$ cat config.mk
export PLATFORM = sky130hd
export DESIGN_NAME = debug_host_link_flat
export DESIGN_NICKNAME = d
export VERILOG_FILES = /design/src/rtl/debug_host_link_pkg.sv /design/src/rtl/debug_host_link_if.sv /design/src/rtl/debug_host_link_rx.sv /design/src/rtl/debug_host_link.sv /design/src/flat_wrapper.sv
export SDC_FILE = /design/constraint.sdc
export NUM_CORES = 1
export LEC_CHECK = 0
export BUFFER_PORTS_ARGS = -buffer_cell sky130_fd_sc_hd__buf_2
export CAP_MARGIN = 15
export CORE_MARGIN = 3
export CORE_UTILIZATION = 40
export CTS_BUF_LIST = sky130_fd_sc_hd__clkbuf_4
export CTS_CLUSTER_SIZE = 24
export DETAILED_ROUTE_END_ITERATION = 7
export SYNTH_ARGS = -nofsm -noshare
export SYNTH_HDL_FRONTEND = slang
export SYNTH_SLANG_ARGS = --single-unit
$ cat constraint.sdc
create_clock -name clock -period 2.04 [get_ports clock]
set_clock_uncertainty 0.15 [all_clocks]
set_input_delay 0.408 -clock clock [delete_from_list [all_inputs] [get_ports clock]]
set_output_delay 0.408 -clock clock [all_outputs]
set_load 0.02 [all_outputs]
$ cat src/rtl/debug_host_link_pkg.sv
// ============================================================================
// Module  : debug_host_pkg
// Brief   : Shared state encodings and command constants for debug_host_link.
// Revision: 1.0 - initial release
// ============================================================================
`default_nettype none

package debug_host_pkg;

   typedef enum logic [2:0] {
      ST_IDLE     = 3'd0,
      ST_TX_START = 3'd1,
      ST_TX_DATA  = 3'd2,
      ST_TX_STOP  = 3'd3,
      ST_RX_WAIT  = 3'd4
   } host_state_t;

   typedef enum logic [1:0] {
      RX_IDLE  = 2'd0,
      RX_START = 2'd1,
      RX_DATA  = 2'd2,
      RX_STOP  = 2'd3
   } rx_state_t;

   localparam logic [7:0] CMD_STEP      = 8'h73;
   localparam logic [7:0] CMD_CONT      = 8'h63;
   localparam int         BITS_PER_BYTE = 8;
   localparam logic [2:0] c_BIT_IDX_LAST = 3'(BITS_PER_BYTE - 1);

endpackage

`default_nettype wire

$ cat src/rtl/debug_host_link_if.sv
// ============================================================================
// Module  : debug_host_link_if
// Brief   : Command, serial and dump-word signals of the debug host link.
// Revision: 1.0 - initial release
// ============================================================================
`default_nettype none

interface debug_host_link_if;
   logic        cmd_valid;
   logic [7:0]  cmd_byte;
   logic        cmd_ready;
   logic        uartTxPin;
   logic        uartRxPin;
   logic        word_valid;
   logic [31:0] word_data;
   logic [7:0]  word_index;
   logic        dump_done;
   logic        timeout_err;
   logic        frame_err;
   logic        busy;

   modport master (
      output cmd_valid, cmd_byte, uartRxPin,
      input  cmd_ready, uartTxPin, word_valid, word_data, word_index,
             dump_done, timeout_err, frame_err, busy
   );

   modport slave (
      input  cmd_valid, cmd_byte, uartRxPin,
      output cmd_ready, uartTxPin, word_valid, word_data, word_index,
             dump_done, timeout_err, frame_err, busy
   );
endinterface

`default_nettype wire

$ cat src/rtl/debug_host_link_rx.sv
// ============================================================================
// Module  : uart_byte_rx
// Brief   : Free-running 8N1 byte receiver with synchronizer and glitch filter.
// Revision: 1.0 - initial release
// ============================================================================
`default_nettype none

module uart_byte_rx
   import debug_host_pkg::*;
#(
   parameter int CLKS_PER_BIT = 434
) (
   input  wire logic       clk,
   input  wire logic       rst_n,
   input  wire logic       i_rx,
   output logic            o_byte_valid,
   output logic [7:0]      o_byte_data,
   output logic            o_frame_err
);

   localparam int CNT_W = (CLKS_PER_BIT > 1) ? $clog2(CLKS_PER_BIT) : 1;
   localparam logic [CNT_W-1:0] c_HALF_END = CNT_W'(CLKS_PER_BIT / 2 - 1);
   localparam logic [CNT_W-1:0] c_BIT_END  = CNT_W'(CLKS_PER_BIT - 1);

   logic             r_sync1;
   logic             r_sync2;
   logic             r_prev;
   rx_state_t        r_state;
   logic [CNT_W-1:0] r_cnt;
   logic [2:0]       r_bit;
   logic [7:0]       r_shift;
   logic             r_valid;
   logic             r_ferr;

   always_ff @(posedge clk or negedge rst_n) begin
      if (!rst_n) begin
         r_sync1 <= 1'b1;
         r_sync2 <= 1'b1;
         r_prev  <= 1'b1;
         r_state <= RX_IDLE;
         r_cnt   <= '0;
         r_bit   <= '0;
         r_shift <= '0;
         r_valid <= 1'b0;
         r_ferr  <= 1'b0;
      end else begin
         r_sync1 <= i_rx;
         r_sync2 <= r_sync1;
         r_prev  <= r_sync2;
         r_valid <= 1'b0;
         r_ferr  <= 1'b0;
         case (r_state)
            RX_IDLE: begin
               if (r_prev && !r_sync2) begin
                  r_state <= RX_START;
                  r_cnt   <= '0;
               end
            end
            RX_START: begin
               // Mid-start-bit recheck: a line already back high is a glitch
               if (r_cnt == c_HALF_END) begin
                  r_cnt   <= '0;
                  r_bit   <= '0;
                  r_state <= r_sync2 ? RX_IDLE : RX_DATA;
               end else begin
                  r_cnt <= r_cnt + 1'b1;
               end
            end
            RX_DATA: begin
               if (r_cnt == c_BIT_END) begin
                  r_cnt   <= '0;
                  r_shift <= {r_sync2, r_shift[7:1]};
                  if (r_bit == c_BIT_IDX_LAST) begin
                     r_state <= RX_STOP;
                  end else begin
                     r_bit <= r_bit + 1'b1;
                  end
               end else begin
                  r_cnt <= r_cnt + 1'b1;
               end
            end
            RX_STOP: begin
               if (r_cnt == c_BIT_END) begin
                  r_cnt   <= '0;
                  r_valid <= r_sync2;
                  r_ferr  <= !r_sync2;
                  r_state <= RX_IDLE;
               end else begin
                  r_cnt <= r_cnt + 1'b1;
               end
            end
            default: r_state <= RX_IDLE;
         endcase
      end
   end

   assign o_byte_valid = r_valid;
   assign o_byte_data  = r_shift;
   assign o_frame_err  = r_ferr;

endmodule

`default_nettype wire

$ cat src/rtl/debug_host_link.sv
// ============================================================================
// Module  : debug_host_link
// Brief   : Sends one 8N1 debug command, then reassembles the 32-bit dump.
// Revision: 1.0 - initial release
// ============================================================================
`default_nettype none

module debug_host_link
   import debug_host_pkg::*;
#(
   parameter int CLKS_PER_BIT   = 434,
   parameter int DUMP_WORDS     = 8,
   parameter int TIMEOUT_CYCLES = 100000
) (
   input  wire logic          clock,
   input  wire logic          resetGral,
   debug_host_link_if.slave   bus
);

   localparam int CNT_W = (CLKS_PER_BIT > 1) ? $clog2(CLKS_PER_BIT) : 1;
   localparam int TO_W  = $clog2(TIMEOUT_CYCLES + 1);
   localparam logic [CNT_W-1:0] c_BIT_END   = CNT_W'(CLKS_PER_BIT - 1);
   localparam logic [TO_W-1:0]  c_TO_LAST   = TO_W'(TIMEOUT_CYCLES - 1);
   localparam logic [7:0]       c_WORD_LAST = 8'((DUMP_WORDS > 0) ? DUMP_WORDS - 1 : 0);

   host_state_t      r_state;
   logic [CNT_W-1:0] r_clk_cnt;
   logic [2:0]       r_bit_cnt;
   logic [7:0]       r_tx_shift;
   logic             r_tx;
   logic             r_cmd_ready;
   logic             r_busy;
   logic [1:0]       r_byte_cnt;
   logic [7:0]       r_word_cnt;
   logic [TO_W-1:0]  r_to_cnt;
   logic [23:0]      r_word_sr;
   logic [31:0]      r_word_data;
   logic [7:0]       r_word_index;
   logic             r_word_valid;
   logic             r_dump_done;
   logic             r_timeout_err;

   logic             w_byte_valid;
   logic [7:0]       w_byte_data;
   logic             w_frame_err;
   logic             w_bit_end;
   logic [31:0]      w_word;

   uart_byte_rx #(
      .CLKS_PER_BIT (CLKS_PER_BIT)
   ) u_rx (
      .clk          (clock),
      .rst_n        (resetGral),
      .i_rx         (bus.uartRxPin),
      .o_byte_valid (w_byte_valid),
      .o_byte_data  (w_byte_data),
      .o_frame_err  (w_frame_err)
   );

   assign w_bit_end = (r_clk_cnt == c_BIT_END);
   assign w_word    = {r_word_sr, w_byte_data};

   always_ff @(posedge clock or negedge resetGral) begin
      if (!resetGral) begin
         r_state       <= ST_IDLE;
         r_clk_cnt     <= '0;
         r_bit_cnt     <= '0;
         r_tx_shift    <= '0;
         r_tx          <= 1'b1;
         r_cmd_ready   <= 1'b1;
         r_busy        <= 1'b0;
         r_byte_cnt    <= '0;
         r_word_cnt    <= '0;
         r_to_cnt      <= '0;
         r_word_sr     <= '0;
         r_word_data   <= '0;
         r_word_index  <= '0;
         r_word_valid  <= 1'b0;
         r_dump_done   <= 1'b0;
         r_timeout_err <= 1'b0;
      end else begin
         r_word_valid  <= 1'b0;
         r_dump_done   <= 1'b0;
         r_timeout_err <= 1'b0;
         case (r_state)
            ST_IDLE: begin
               if (bus.cmd_valid && r_cmd_ready) begin
                  r_tx_shift  <= bus.cmd_byte;
                  r_tx        <= 1'b0;
                  r_clk_cnt   <= '0;
                  r_cmd_ready <= 1'b0;
                  r_busy      <= 1'b1;
                  r_state     <= ST_TX_START;
               end
            end
            ST_TX_START: begin
               if (w_bit_end) begin
                  r_clk_cnt  <= '0;
                  r_bit_cnt  <= '0;
                  r_tx       <= r_tx_shift[0];
                  r_tx_shift <= {1'b0, r_tx_shift[7:1]};
                  r_state    <= ST_TX_DATA;
               end else begin
                  r_clk_cnt <= r_clk_cnt + 1'b1;
               end
            end
            ST_TX_DATA: begin
               if (w_bit_end) begin
                  r_clk_cnt <= '0;
                  if (r_bit_cnt == c_BIT_IDX_LAST) begin
                     r_tx    <= 1'b1;
                     r_state <= ST_TX_STOP;
                  end else begin
                     r_tx       <= r_tx_shift[0];
                     r_tx_shift <= {1'b0, r_tx_shift[7:1]};
                     r_bit_cnt  <= r_bit_cnt + 1'b1;
                  end
               end else begin
                  r_clk_cnt <= r_clk_cnt + 1'b1;
               end
            end
            ST_TX_STOP: begin
               if (w_bit_end) begin
                  r_clk_cnt <= '0;
                  if (DUMP_WORDS == 0) begin
                     r_dump_done <= 1'b1;
                     r_cmd_ready <= 1'b1;
                     r_busy      <= 1'b0;
                     r_state     <= ST_IDLE;
                  end else begin
                     r_byte_cnt <= '0;
                     r_word_cnt <= '0;
                     r_to_cnt   <= '0;
                     r_state    <= ST_RX_WAIT;
                  end
               end else begin
                  r_clk_cnt <= r_clk_cnt + 1'b1;
               end
            end
            ST_RX_WAIT: begin
               // Byte arrival takes priority over a timeout landing in the same cycle
               if (w_byte_valid) begin
                  r_to_cnt   <= '0;
                  r_word_sr  <= w_word[23:0];
                  r_byte_cnt <= r_byte_cnt + 1'b1;
                  if (r_byte_cnt == 2'd3) begin
                     r_word_valid <= 1'b1;
                     r_word_data  <= w_word;
                     r_word_index <= r_word_cnt;
                     r_word_cnt   <= r_word_cnt + 1'b1;
                     if (r_word_cnt == c_WORD_LAST) begin
                        r_dump_done <= 1'b1;
                        r_cmd_ready <= 1'b1;
                        r_busy      <= 1'b0;
                        r_state     <= ST_IDLE;
                     end
                  end
               end else if (r_to_cnt == c_TO_LAST) begin
                  r_timeout_err <= 1'b1;
                  r_cmd_ready   <= 1'b1;
                  r_busy        <= 1'b0;
                  r_state       <= ST_IDLE;
               end else begin
                  r_to_cnt <= r_to_cnt + 1'b1;
               end
            end
            default: begin
               r_state     <= ST_IDLE;
               r_tx        <= 1'b1;
               r_cmd_ready <= 1'b1;
               r_busy      <= 1'b0;
            end
         endcase
      end
   end

   assign bus.uartTxPin   = r_tx;
   assign bus.cmd_ready   = r_cmd_ready;
   assign bus.busy        = r_busy;
   assign bus.word_valid  = r_word_valid;
   assign bus.word_data   = r_word_data;
   assign bus.word_index  = r_word_index;
   assign bus.dump_done   = r_dump_done;
   assign bus.timeout_err = r_timeout_err;
   assign bus.frame_err   = w_frame_err;

endmodule

`default_nettype wire

$ cat src/flat_wrapper.sv
// flat-port wrapper written by rule: the top's interface ports become plain ports
module debug_host_link_flat import debug_host_pkg::*;
#(
   parameter int CLKS_PER_BIT   = 434,
   parameter int DUMP_WORDS     = 8,
   parameter int TIMEOUT_CYCLES = 100000
)
  (clock, resetGral, bus_cmd_valid, bus_cmd_byte, bus_uartRxPin, bus_cmd_ready, bus_uartTxPin, bus_word_valid, bus_word_data, bus_word_index, bus_dump_done, bus_timeout_err, bus_frame_err, bus_busy);
  debug_host_link_if bus_i ();
  input  wire logic clock;
  input  wire logic resetGral;
  input wire logic [$bits(bus_i.cmd_valid)-1:0] bus_cmd_valid;
  input wire logic [$bits(bus_i.cmd_byte)-1:0] bus_cmd_byte;
  input wire logic [$bits(bus_i.uartRxPin)-1:0] bus_uartRxPin;
  output wire logic [$bits(bus_i.cmd_ready)-1:0] bus_cmd_ready;
  output wire logic [$bits(bus_i.uartTxPin)-1:0] bus_uartTxPin;
  output wire logic [$bits(bus_i.word_valid)-1:0] bus_word_valid;
  output wire logic [$bits(bus_i.word_data)-1:0] bus_word_data;
  output wire logic [$bits(bus_i.word_index)-1:0] bus_word_index;
  output wire logic [$bits(bus_i.dump_done)-1:0] bus_dump_done;
  output wire logic [$bits(bus_i.timeout_err)-1:0] bus_timeout_err;
  output wire logic [$bits(bus_i.frame_err)-1:0] bus_frame_err;
  output wire logic [$bits(bus_i.busy)-1:0] bus_busy;
  assign bus_i.cmd_valid = bus_cmd_valid;
  assign bus_i.cmd_byte = bus_cmd_byte;
  assign bus_i.uartRxPin = bus_uartRxPin;
  assign bus_cmd_ready = bus_i.cmd_ready;
  assign bus_uartTxPin = bus_i.uartTxPin;
  assign bus_word_valid = bus_i.word_valid;
  assign bus_word_data = bus_i.word_data;
  assign bus_word_index = bus_i.word_index;
  assign bus_dump_done = bus_i.dump_done;
  assign bus_timeout_err = bus_i.timeout_err;
  assign bus_frame_err = bus_i.frame_err;
  assign bus_busy = bus_i.busy;
  debug_host_link #(.CLKS_PER_BIT(CLKS_PER_BIT), .DUMP_WORDS(DUMP_WORDS), .TIMEOUT_CYCLES(TIMEOUT_CYCLES)) u_core (.clock(clock), .resetGral(resetGral), .bus(bus_i));
endmodule
==> impl_results.md, run 1 <==
- Most frequent cells in the layout: nand2_1, dfrtp_1, buf_4, buf_2, inv_1
- CTS max path bufs: 2
- CTS tree: done
- Dpl hpwl: 11000 um
- Clk_lat worst skew: 0.56 ns
- Hold path start: bus_cmd_valid
- Hold endpoint: u_core.bus.busy
- # rows: 47
- Worst Path Arrival: 2.45 ns
- H-tree levels: 4
- Clock Pin Slew Worst Setup and Hold Paths: 0.14 ns
- Root Driver: clkbuf_4
- Final Hold Fails: 0
- P_leak: 4.20 nW
- Syn_nets: 748
- Final cell count without fillers: 1070
- Worst EP required: 2.33 ns
- Total routed wirelength: 15800 um
- First-pass DRT Iterations: 5
- Fin crit period: 2.17 ns
- Worst R2R Setup Slack: -0.13 ns
- Critical path's largest stage delay: 0.62 ns
- Ports: 59
- Utilization after layout: 0.495
- RR Startpoint: u_core.r_to_cnt[13]
- Final nets: 860
- Largest net degree at the start of global routing: 47
- Count of pins over their slew limit: 0
- Post-route ant nets: 0
- GRT Util Overall: 0.176
- Die Y: 137 um
- FFs w/ async S/R, synth: 1.00
- Mapped Cells: 724
- Die width: 137 um
- Worst-path fanout max: 8
- Final setup fails: 16
- Relative slew slack: 0.651
- Kind of cell adding the most delay to the critical path: simple AND/OR/NAND/NOR gates
- Post-synth cell types: 64
- Synth warn: 0
- Wire per inst: 14.7 um
- Worst R2R Path Depth: 4
- RSZ-0062 raised after global routing: yes
- Clock sinks: 147
- Post-synth top flop: dfrtp_1
- WS Path Type: reg -> reg
- Via-to-Cell Ratio: 5.20
- Core area: 16700 um^2
- Die area: 18800 um^2
- Routability congestion estimate: 0.827
- Layout cells sized above 1: 0.245
- Post-synth EDFFs: 0
- Max VDD drop: 586 uV
- Worst r2r dst: u_core.r_to_cnt[5]
- Port bufs: 58
- Total grt overflow: 0
- Hold WS: 0.0698 ns
- Max Fclk: 0.462 GHz
- Failing checks: setup timing
- Mapped cell area: 6860 um^2
- Commonest non-fill, non-tap cell in the layout: nand2_1
- Vias: 5566
- Crit path buf inv count: 0
- Avg Synthesized Cell Area: 9.48 um^2
- Worst Setup Start Kind: flip-flop
- Placed cells: 1028
- Area grow syn2layout: 20.6%
- Max_cap viols: 0
- CP endpoint kind: flip-flop
- DR iter-0 viols: 328
- Starting density of the core: 0.411
- Drt drc: 0
- Initial antenna violation count: 1
- Tcrit/Tclk final: 1.06
- Worst path cell trace: or4b_4 > or4_4 > a31oi_1 > a31oi_2
- CTS Buf Count: 17
- Run status: finished, violations left
- Register area share after synthesis: 0.537
- Actual slew at the worst max-slew pin: 0.519 ns
- CP max-delay cell: or4_4
- Overall power: 0.00562 W
- #FFs+latches synth: 147
- Worst Slack Setup Final: -0.126 ns
- Global-route wire length before repair: 26700 um
- PD cells: 679 nW/um^2
- Vias in the first global route: 5577
- Worst hold path type: in -> reg
- Worst Hold Depth: 3
-- cells by family after synthesis --
kind of cell / Yosys count / synth area share
muxes: 25 / 0.0407
AOI/OAI and AO/OA: 112 / 0.110
xor gates and xnor gates: 10 / 0.0128
buffers and inverters: 66 / 0.0396
DFF: 147 / 0.537
adders and majority gates: 12 / 0.0219
and+or+nand+nor: 352 / 0.238
-- worst register-to-register path: cells and delay by family, from the launching register on --
family	cells	cell delay [ns]
AO/OA/AOI/OAI	2	0.31
flip-flops	1	0.41
AND/OR/NAND/NOR	2	1.20
-- how the worst max path moves through the flow --
stage | cells after the start | endpoint | start | slack, ns
floorplan | 7 | u_core.r_to_cnt[12] | u_core.r_to_cnt[11] | -0.16
global placement | 4 | u_core.r_to_cnt[13] | u_core.r_to_cnt[13] | -0.11
detailed placement | 4 | u_core.r_to_cnt[12] | u_core.r_to_cnt[13] | -0.17
CTS | 5 | u_core.r_to_cnt[5] | u_core.r_to_cnt[0] | -0.13
global route | 6 | u_core.r_to_cnt[8] | u_core.r_to_cnt[13] | -0.21
finish | 4 | u_core.r_to_cnt[5] | u_core.r_to_cnt[13] | -0.13
-- repair_timing --
| item | CTS | global route |
|---|---|---|
| endpoints found under the hold margin | 114 | 0 |
| gates cloned | 2 | 0 |
| gates resized for setup | 7 | 16 |
| buffers inserted | 0 | 5 |
| hold buffers | 2 | 0 |
| endpoints found under the setup margin | 16 | 49 |
| pin swaps | 7 | 5 |
-- state kept, by name, indices dropped and copies added (netlist names), 9 cells and up, named ones only --
| register | flops |
|---|---|
| u_core.r_to_cnt | 17 |
| u_core.r_word_sr | 24 |
| u_core.r_clk_cnt | 9 |
| u_core.bus.word_data | 32 |
| u_core.u_rx.r_cnt | 9 |
-- cells in the mapped netlist (4+ instances only) --
cell type / instances / area [um^2]
a21o_1: 4 / 30.0
a21oi_1: 9 / 45.0
a22o_1: 5 / 43.8
a22oi_1: 7 / 52.6
a31oi_1: 18 / 113
and2_1: 10 / 62.6
buf_2: 4 / 20.0
clkbuf_1: 25 / 93.8
dfrtp_1: 142 / 3550
dfstp_2: 5 / 131
ha_1: 12 / 150
inv_1: 30 / 113
mux2_2: 23 / 259
nand2_1: 220 / 826
nand2b_1: 8 / 50.1
nand3_1: 13 / 65.1
nand4_1: 16 / 100
nor2_1: 26 / 97.6
nor2b_1: 4 / 25.0
nor3_1: 17 / 85.1
nor4_1: 8 / 50.1
o211ai_1: 5 / 37.5
o21ai_0: 25 / 125
o221ai_1: 4 / 35.0
o22ai_1: 6 / 37.5
o2bb2ai_1: 4 / 35.0
xnor2_1: 7 / 61.3
-- through the flow --
stage,TNS (ns),instance area [um^2],setup WS [ns]
2_1_floorplan,-1.53,6870,-0.155
3_3_place_gp,-0.680,7780,-0.109
3_5_place_dp,-1.07,7780,-0.172
4_1_cts,-1.27,8150,-0.130
5_1_grt,-3.33,8270,-0.212
6_report,-1.22,8270,-0.126
-- per-layer routing --
metal | vias to the layer above | share of wire | track usage
met5 | - | 0 | 0
met4 | 0 | 0.013 | 0.0615
met3 | 15 | 0.037 | 0.0426
met2 | 97 | 0.49 | 0.287
met1 | 2721 | 0.46 | 0.230
li1 | 2733 | - | -
-- area by class of cell --
type	count	area, um^2
Multi-Input combinational cell	512	3040
Clock inverter	15	181
Tap cell	220	275
Fill cell	1596	8430
Timing Repair Buffer	126	841
Antenna cell	1	2.50
Sequential cell	147	3680
Clock buffer	17	128
Inverter	32	120
-- power by group --
group	total (W)	switching, W	internal (W)
Sequential	0.00310	0.000110	0.00299
Clock	0.00192	0.00123	0.000689
Combinational	0.000596	0.000349	0.000246
Note: power is estimated with default switching activity, not from simulation.
==> run 2: changes to the inputs <==
ABC_AREA = 1   (was unset)
==> run 2 against run 1 <==
Against the previous run:
- synthesized cell count increased by 15%
- combinational power increased to 3.1 times the previous value
- the run now ends clean
- routed wire length fell by 10%
- non-clock buffer count shrank 51
- core utilization shrank 2.3 points
- maximum frequency up 12%
- critical path depth grew 4
- synthesized area is 0.46% higher
- via count is 2.6% lower
- clock power increased by 3%
- highest routed layer unchanged
- sequential share of layout area is 2.2 points higher
- worst setup slack better by 0.23 ns
==> impl_results.md, run 2 <==
- Run status: finished, final reports clean
- Comb pwr share: 0.253 (+0.147)
- Seq pwr share: 0.474 (-0.078)
- Clk pwr share: 0.273 (-0.068)
- Dpl hpwl: 9990 um (-9.1%)
- P_leak: 3.87 nW (-7.8%)
- Core area: 16700 um^2 (unchanged)
- Top cells by count, synth: nand2_1, dfrtp_1, inv_1
- GRT Util Overall: 0.161 (-0.0149)
- Placed cells: 1103 (+7.3%)
- Crit path from: u_core.r_state[1]
- Largest register FFs: 32 (unchanged)
- Fin crit period: 1.94 ns (-0.229 ns)
- Post-synth EDFFs: 0 (unchanged)
- Post-synth cell types: 33 (-48%)
- Critical path's largest stage delay: 0.47 ns (-0.15 ns)
- Routability congestion estimate: 0.844 (+2.1%)
- First-pass DRT Iterations: 4 (-1)
- Register area share after synthesis: 0.535 (-0.00244)
- Global-route wire length before repair: 24600 um (-7.9%)
- Cell taking the most area after synthesis: dfrtp_1
- # rows: 47 (unchanged)
- Wire per inst: 12.4 um (-15%)
- Largest net degree at the start of global routing: 79 (+68%)
- Relative slew slack: 0.738 (+0.0872)
- Clk_lat worst skew: 0.54 ns (-0.02 ns)
- Count of pins over their slew limit: 0 (unchanged)
- Die Y: 137 um (+0.22%)
- Power Internal: 0.00482 W (+23%)
- Placed Area: 7510 um^2 (-3.5%)
- CP endpoint kind: flip-flop
- Worst R2R Setup Slack: 0.10 ns (+0.23 ns)
- Worst Path Arrival: 2.26 ns (-0.19 ns)
- Vias in the first global route: 5173 (-7.2%)
- Final instance area: 7890 um^2 (-4.6%)
- Most frequent cells in the layout: nand2_1, dfrtp_1, inv_1, o21ai_0, buf_2
- Layout cells sized above 1: 0.156 (-0.0891)
- Hold WS: 0.0792 ns (+0.00939 ns)
- Initial antenna violation count: 1 (unchanged)
- CP max-delay cell: dfrtp_2
- Drt drc: 0 (unchanged)
- Post-synth top flop: dfrtp_1
- Tcrit/Tclk final: 0.950 (-0.112)
- Post-route ant nets: 0 (unchanged)
- Max_cap viols: 0 (unchanged)
- CTS Buf Count: 17 (unchanged)
- WS Path Type: reg -> reg
- Starting density of the core: 0.413 (+0.00187)
- PD cells: 918 nW/um^2 (+35%)
- Worst path cell trace: nor2_4 > nand2_4 > nor2_2 > inv_1 > nor2_4 > nor2_8 > buf_12 > o21ai_0
- Port bufs: 58 (unchanged)
- Final Hold Fails: 0 (unchanged)
- FFs w/ async S/R, synth: 1.00 (unchanged)
- CTS max path bufs: 2 (unchanged)
- Clock Pin Slew Worst Setup and Hold Paths: 0.12 ns (-0.02 ns)
- Syn_nets: 855 (+14%)
- Crit-path most repeated cell: nor2_4
- Pre-CTS worst setup slack: 0.137 ns (+0.310 ns)
- Ports: 59 (unchanged)
- Root Driver: clkbuf_4
- Avg Synthesized Cell Area: 8.29 um^2 (-12%)
- Ranking of synthesized cells by area: dfrtp_1, nand2_1, o21ai_0
- NetSw: 0.00243 W (+44%)
- Commonest non-fill, non-tap cell in the layout: nand2_1
- Worst EP required: 2.36 ns (+0.03 ns)
- RR Startpoint: u_core.r_state[1]
- Hold path start: bus_cmd_valid
- Max Fclk: 0.516 GHz (+12%)
- Max VDD drop: 512 uV (-13%)
- Synth warn: 0 (unchanged)
- Die width: 137 um (+0.22%)
- Actual slew at the worst max-slew pin: 0.392 ns (-0.126 ns)
- Most frequent cell after synthesis: nand2_1
- Final cell count without fillers: 1138 (+6.4%)
- Final setup fails: 0 (-16)
- #FFs+latches synth: 147 (unchanged)
- Worst-path fanout max: 12 (+4)
- Top-area cell type share of the netlist area: 0.516 (-0.00235)
- Worst hold path type: in -> reg
- Die area: 18800 um^2 (+0.44%)
- Worst Slack Setup Final: 0.103 ns (+0.229 ns)
- Area grow syn2layout: 14.5%
- Final setup TNS: 0 ns (+1.22 ns)
- Vias: 5419 (-2.6%)
- CTS tree: done
- H-tree levels: 4 (unchanged)
- Total routed wirelength: 14200 um (-10%)
- Final nets: 930 (+8.1%)
- Worst Setup Start Kind: flip-flop
- Clock sinks: 147 (unchanged)
- Via-to-Cell Ratio: 4.76 (-8.5%)
- Mapped cell area: 6890 um^2 (+0.46%)
- Total grt overflow: 0 (unchanged)
- Sw Share: 0.335 (+0.0348)
- Mapped Cells: 831 (+15%)
- DR iter-0 viols: 321 (-2.1%)
==> run 2: changes by cell type in the layout (fill, tap and decap cells not counted), moves of 22 or more <==
cell and delta:
inv_1 +72, o21ai_0 +71, buf_4 -54, nand3_1 +29
nand2_1 +24, mux2_2 -23, nor2_1 +22, o21ai_1 +22
==> run 2: final timing paths <==
check                                       end  cells after the start
max                          u_core.r_to_cnt[0]                      8
min                        u_core.bus.cmd_ready                      4
max reg2reg                  u_core.r_to_cnt[0]                      8
min reg2reg                 u_core.u_rx.r_sync2                      0
max in group asynchronous   u_core.r_bit_cnt[2]                      3
min in group asynchronous       u_core.bus.busy                      2
==> run 2: final cells by class <==
| class | count | area [um^2] |
|---|---|---|
| multi-input combinational | 558 | 2720 |
| timing repair buffer | 75 | 494 |
| clock buffer | 19 | 143 |
| antenna | 1 | 2.50 |
| inverter | 107 | 404 |
| sequential | 147 | 3690 |
| fill | 1692 | 8810 |
| tap | 220 | 275 |
| clock inverter | 11 | 163 |
==> run 2: timing repair <==
| action | 4_1_cts | 5_1_grt |
|---|---|---|
| setup endpoints to repair | 0 | 21 |
| hold buffers | 3 | 0 |
| buffers inserted | 0 | 1 |
| endpoints found under the hold margin | 141 | 0 |
| gates resized for setup | 0 | 9 |
==> run 2: power by group through the flow <==
| stage | combinational [W] | clock, W | sequential, W |
|---|---|---|---|
| 2_1_floorplan | 0.00135 | 0 | 0.00346 |
| 3_3_place_gp | 0.00175 | 0 | 0.00348 |
| 3_5_place_dp | 0.00178 | 0 | 0.00349 |
| 4_1_cts | 0.00179 | 0.00205 | 0.00343 |
| 5_1_grt | 0.00213 | 0.00216 | 0.00348 |
| 6_report | 0.00183 | 0.00198 | 0.00344 |
==> run 2: stage by stage <==
stage                     power (W)  utilization
final                       0.00724        0.473
after floorplan             0.00481            -
after global routing        0.00778        0.473
after CTS                   0.00727        0.470
after detailed placement    0.00527        0.450
after global placement      0.00523        0.450
==> run 2: kinds of logic after synthesis <==
family | share of synthesized area
compound gates | 0.108
flops | 0.535
fa+ha+maj | 0.0218
simple gates | 0.252
buf+inv | 0.0735
xor+xnor | 0.0102
==> run 2: metal layers <==
layer	GRT usage	vias to the layer above	routed length, um
li1	-	2822	-
met1	0.237	2505	7380
met2	0.239	72	6120
met3	0.0332	20	430
met4	0.0527	0	230
met5	0	-	0
==> run 2: worst max-delay path, delay by kind of cell, from the launching register on <==
kind	cells	cell delay (ns)
AOI/OAI and AO/OA	1	0.14
and+or+nand+nor	5	0.82
DFF	1	0.47
buffers and inverters	2	0.28
==> run 3: changes to the inputs <==
--- a/config.mk
+++ b/config.mk
@@ -11,3 +11,3 @@
 export CORE_MARGIN = 3
-export CORE_UTILIZATION = 40
+export CORE_UTILIZATION = 45
 export CTS_BUF_LIST = sky130_fd_sc_hd__clkbuf_4
@@ -15,4 +15,6 @@
 export DETAILED_ROUTE_END_ITERATION = 7
+export PLACE_DENSITY = 0.65
 export SYNTH_ARGS = -nofsm -noshare
 export SYNTH_HDL_FRONTEND = slang
+export SYNTH_HIERARCHICAL = 1
 export SYNTH_SLANG_ARGS = --single-unit
--- a/constraint.sdc
+++ b/constraint.sdc
@@ -4,2 +4,2 @@
 set_output_delay 0.408 -clock clock [all_outputs]
-set_load 0.02 [all_outputs]
+set_load 0.005 [all_outputs]
==> run 3 against run 2 <==
Against the previous run:
- maximum frequency grew 4.7%
- synthesized cell count increased by 1.4%
- highest routed layer unchanged
- die area fell by 9.1%
- hold slack got worse by 0.016 ns
- global-route usage grew 1.2 points
- routed wire length decreased by 1.2%
- sequential cell count unchanged
- register-to-register slack improved by 0.09 ns
- first-iteration DRC count grew 22%
- non-clock buffer count increased by 10
- core utilization rose by 5.3 points
==> impl_results.md, run 3 <==
- Die Y: 131 um (-4.6%)
- Max Fclk: 0.540 GHz (+4.7%)
- Cell taking the most area after synthesis: dfrtp_1
- # diodes: 0 (-1)
- Simple-gate portion of the synthesized area: 0.266 (+0.0145)
- Actual slew at the worst max-slew pin: 0.426 ns (+0.0331 ns)
- Drt drc: 0 (unchanged)
- Worst Path Arrival: 2.16 ns (-0.10 ns)
- Initial antenna violation count: 0 (-1)
- RSZ-0062 raised after global routing: no
- Run status: finished, final reports clean
- Post-synth top flop: dfrtp_1
- FFs w/ async S/R, synth: 1.00 (unchanged)
- Power Internal: 0.00383 W (-20%)
- Synth Area in Compound Gates: 0.106 (-0.00177)
- Max VDD drop: 481 uV (-6.0%)
- DR iter-0 viols: 392 (+22%)
- Mapped Cells: 843 (+1.4%)
- # rows: 45 (-4.3%)
- Vias: 5587 (+3.1%)
- Final Hold Fails: 0 (unchanged)
- Via-to-Cell Ratio: 4.85 (+1.9%)
- Comb pwr share: 0.107 (-0.146)
- Seq pwr share: 0.568 (+0.094)
- NetSw: 0.00160 W (-34%)
- Post-CTS sizing: 0 (unchanged)
- Worst-path fanout max: 11 (-1)
- Avg Synthesized Cell Area: 8.33 um^2 (+0.38%)
- Total routed wirelength: 14000 um (-1.2%)
- CP max-delay cell: dfrtp_1
- Sw Share: 0.295 (-0.0402)
- Top-area cell type share of the netlist area: 0.506 (-0.00928)
- Largest net degree at the start of global routing: 49 (-38%)
- Kind of cell adding the most delay to the critical path: simple AND/OR/NAND/NOR gates
- RR Startpoint: u_core/r_state[0]
- Vias in the first global route: 5045 (-2.5%)
- First-pass DRT Iterations: 4 (unchanged)
- Commonest non-fill, non-tap cell in the layout: nand2_1
- Mux cell area share after synthesis: 0 (unchanged)
- CTS max path bufs: 2 (unchanged)
- Port bufs: 58 (unchanged)
- Largest family of logic cells by synthesized area: simple AND/OR/NAND/NOR gates
- Die area: 17100 um^2 (-9.1%)
- Root Driver: clkbuf_4
- Most frequent cells in the layout: nand2_1, dfrtp_1, o21ai_0, inv_1
- Critical path's largest stage delay: 0.44 ns (-0.03 ns)
- Crit path buf inv count: 3 (+1)
- Tcrit/Tclk final: 0.907 (-0.0424)
- Ranking of synthesized cells by area: dfrtp_1, nand2_1, o21ai_0
- Hold endpoint: u_core/r_tx_shift[1]
- Overall power: 0.00543 W (-25%)
- Clock sinks: 147 (unchanged)
- Largest register FFs: 32 (unchanged)
- Routability congestion estimate: 0.928 (+9.9%)
- Top cells by count, synth: nand2_1, dfrtp_1, o21ai_0
- Clock Pin Slew Worst Setup and Hold Paths: 0.13 ns (about the same)
- Post-route ant nets: 0 (unchanged)
- Core area: 15300 um^2 (-8.6%)
- Die width: 131 um (-4.6%)
- Clk_lat worst skew: 0.56 ns (+0.02 ns)
- Worst r2r dst: u_core/r_to_cnt[9]
- CP endpoint kind: flip-flop
- Final setup fails: 0 (unchanged)
- CTS tree: done
- Worst Hold Depth: 4 (unchanged)
- Syn_nets: 867 (+1.4%)
- Final cell count without fillers: 1151 (+1.1%)
- P_leak: 4.03 nW (+4.0%)
- Register area share after synthesis: 0.525 (-0.00963)
- Worst path cell trace: nor2_2 > nand2_2 > buf_4 > nor2_2 > inv_2 > nor2_4 > nor2_8 > buf_4 > nand2_1 > nand2_1
- PD cells: 678 nW/um^2 (-26%)
- Final nets: 951 (+2.3%)
- CTS Buf Count: 17 (unchanged)
- Clk pwr share: 0.325 (+0.052)
- Synth Area in Adders: 0.0214 (-0.000392)
- Area grow syn2layout: 14.2%
- Dpl hpwl: 9920 um (-0.75%)
- Worst R2R Path Depth: 10 (+2)
- Layout cells sized above 1: 0.174 (+0.0185)
- Hold path start: bus_cmd_byte[1]
- Post-synth EDFFs: 0 (unchanged)
- Placed cells: 1107 (+0.36%)
- Wire per inst: 12.2 um (-2.3%)
- WS Path Type: reg -> reg
- Count of pins over their slew limit: 0 (unchanged)
- Max_cap viols: 0 (unchanged)
- Mapped cell area: 7020 um^2 (+1.8%)
- GRT Util Overall: 0.173 (+0.0121)
- Worst Setup Start Kind: flip-flop
- Final setup TNS: 0 ns (unchanged)
- Worst hold path type: in -> reg
- Most frequent cell after synthesis: nand2_1
- Relative slew slack: 0.714 (-0.0243)
- Total grt overflow: 0 (unchanged)
- Ports: 59 (unchanged)
- #FFs+latches synth: 147 (unchanged)
- Global-route wire length before repair: 24100 um (-2.2%)
- Fin crit period: 1.85 ns (-0.0866 ns)
- Synth Area in XOR/XNOR: 0.0150 (+0.00481)
- Synth warn: 6 (+6)
- H-tree levels: 4 (unchanged)
- Worst R2R Setup Slack: 0.19 ns (+0.09 ns)
- Post-synth cell types: 38 (+15%)
- Starting density of the core: 0.460 (+0.0473)
- Worst EP required: 2.35 ns (about the same)
==> run 3: changes by cell type after synthesis, moves of 7 or more <==
cell     delta
nand2_2     +7
o21ai_1    -14
nand2_1    +13
or2_2       -7
o21ai_2     +7
inv_2      +11
inv_1      -22
nor2_1      +9
o21ai_0    -15
==> run 3: tightest hold or removal path, cell delays in order <==
cell and delay (ns):
buf_2 0.07, or2_1 0.10, o211ai_1 0.08, nand2_1 0.06
==> run 3: metal layers <==
metal	up-vias	track usage	share of wire
met5	-	0	0
met1	2568	0.253	0.51
met2	108	0.251	0.43
met4	0	0.0659	0.021
li1	2888	-	-
met3	23	0.0402	0.039
==> run 3: cell families after synthesis <==
| family | after synthesis |
|---|---|
| buffers and inverters | 116 |
| AOI/OAI and AO/OA | 133 |
| xor gates and xnor gates | 12 |
| adders and majority gates | 12 |
| and+or+nand+nor | 423 |
| DFF | 147 |
==> run 3: how the worst max path moves through the flow <==
stage / slack, ns / cells past startpoint / endpoint / start
after global placement: 0.20 / 11 / u_core/r_to_cnt[1] / u_core/r_clk_cnt[1]
after CTS: 0.11 / 11 / u_core/r_to_cnt[14] / u_core/r_clk_cnt[1]
final: 0.19 / 10 / u_core/r_to_cnt[9] / u_core/r_state[0]
after floorplan: 0.42 / 11 / u_core/r_to_cnt[7] / u_core/r_clk_cnt[1]
after detailed placement: 0.14 / 11 / u_core/r_to_cnt[10] / u_core/r_clk_cnt[1]
after global routing: 0.02 / 9 / u_core/r_to_cnt[4] / u_core/r_state[0]
==> run 3: timing repair <==
item / in CTS / in global routing
endpoints found under the hold margin: 151 / 0
buffers inserted: 0 / 2
hold buffers: 10 / 0
endpoints found under the setup margin: 0 / 10
==> run 3: stage by stage <==
step                      utilization  cell area [um^2]  worst slack [ns]  hold slack, ns
after detailed placement        0.499              7620             0.141           0.201
after floorplan                     -              7020             0.420         -0.0376
after global placement          0.499              7620             0.202           0.198
after CTS                       0.523              7990             0.111         0.00493
after global routing            0.525              8020            0.0215          0.0452
final                           0.525              8020             0.189          0.0632
==> run 3: power groups by stage <==
stage | clock network (W) | registers [W] | logic (W)
after CTS | 0.00183 | 0.00309 | 0.000591
after detailed placement | 0 | 0.00314 | 0.000578
after floorplan | 0 | 0.00312 | 0.000407
after global placement | 0 | 0.00314 | 0.000568
after global routing | 0.00195 | 0.00310 | 0.000686
final | 0.00177 | 0.00309 | 0.000580
==> run 3: area by class of cell <==
type,count,area [um^2]
clock buffer,17,128
clock inverter,15,144
fill,1468,7240
inverter,96,363
multi-input combinational,580,2870
sequential,147,3680
tap,211,264
timing repair buffer,85,562
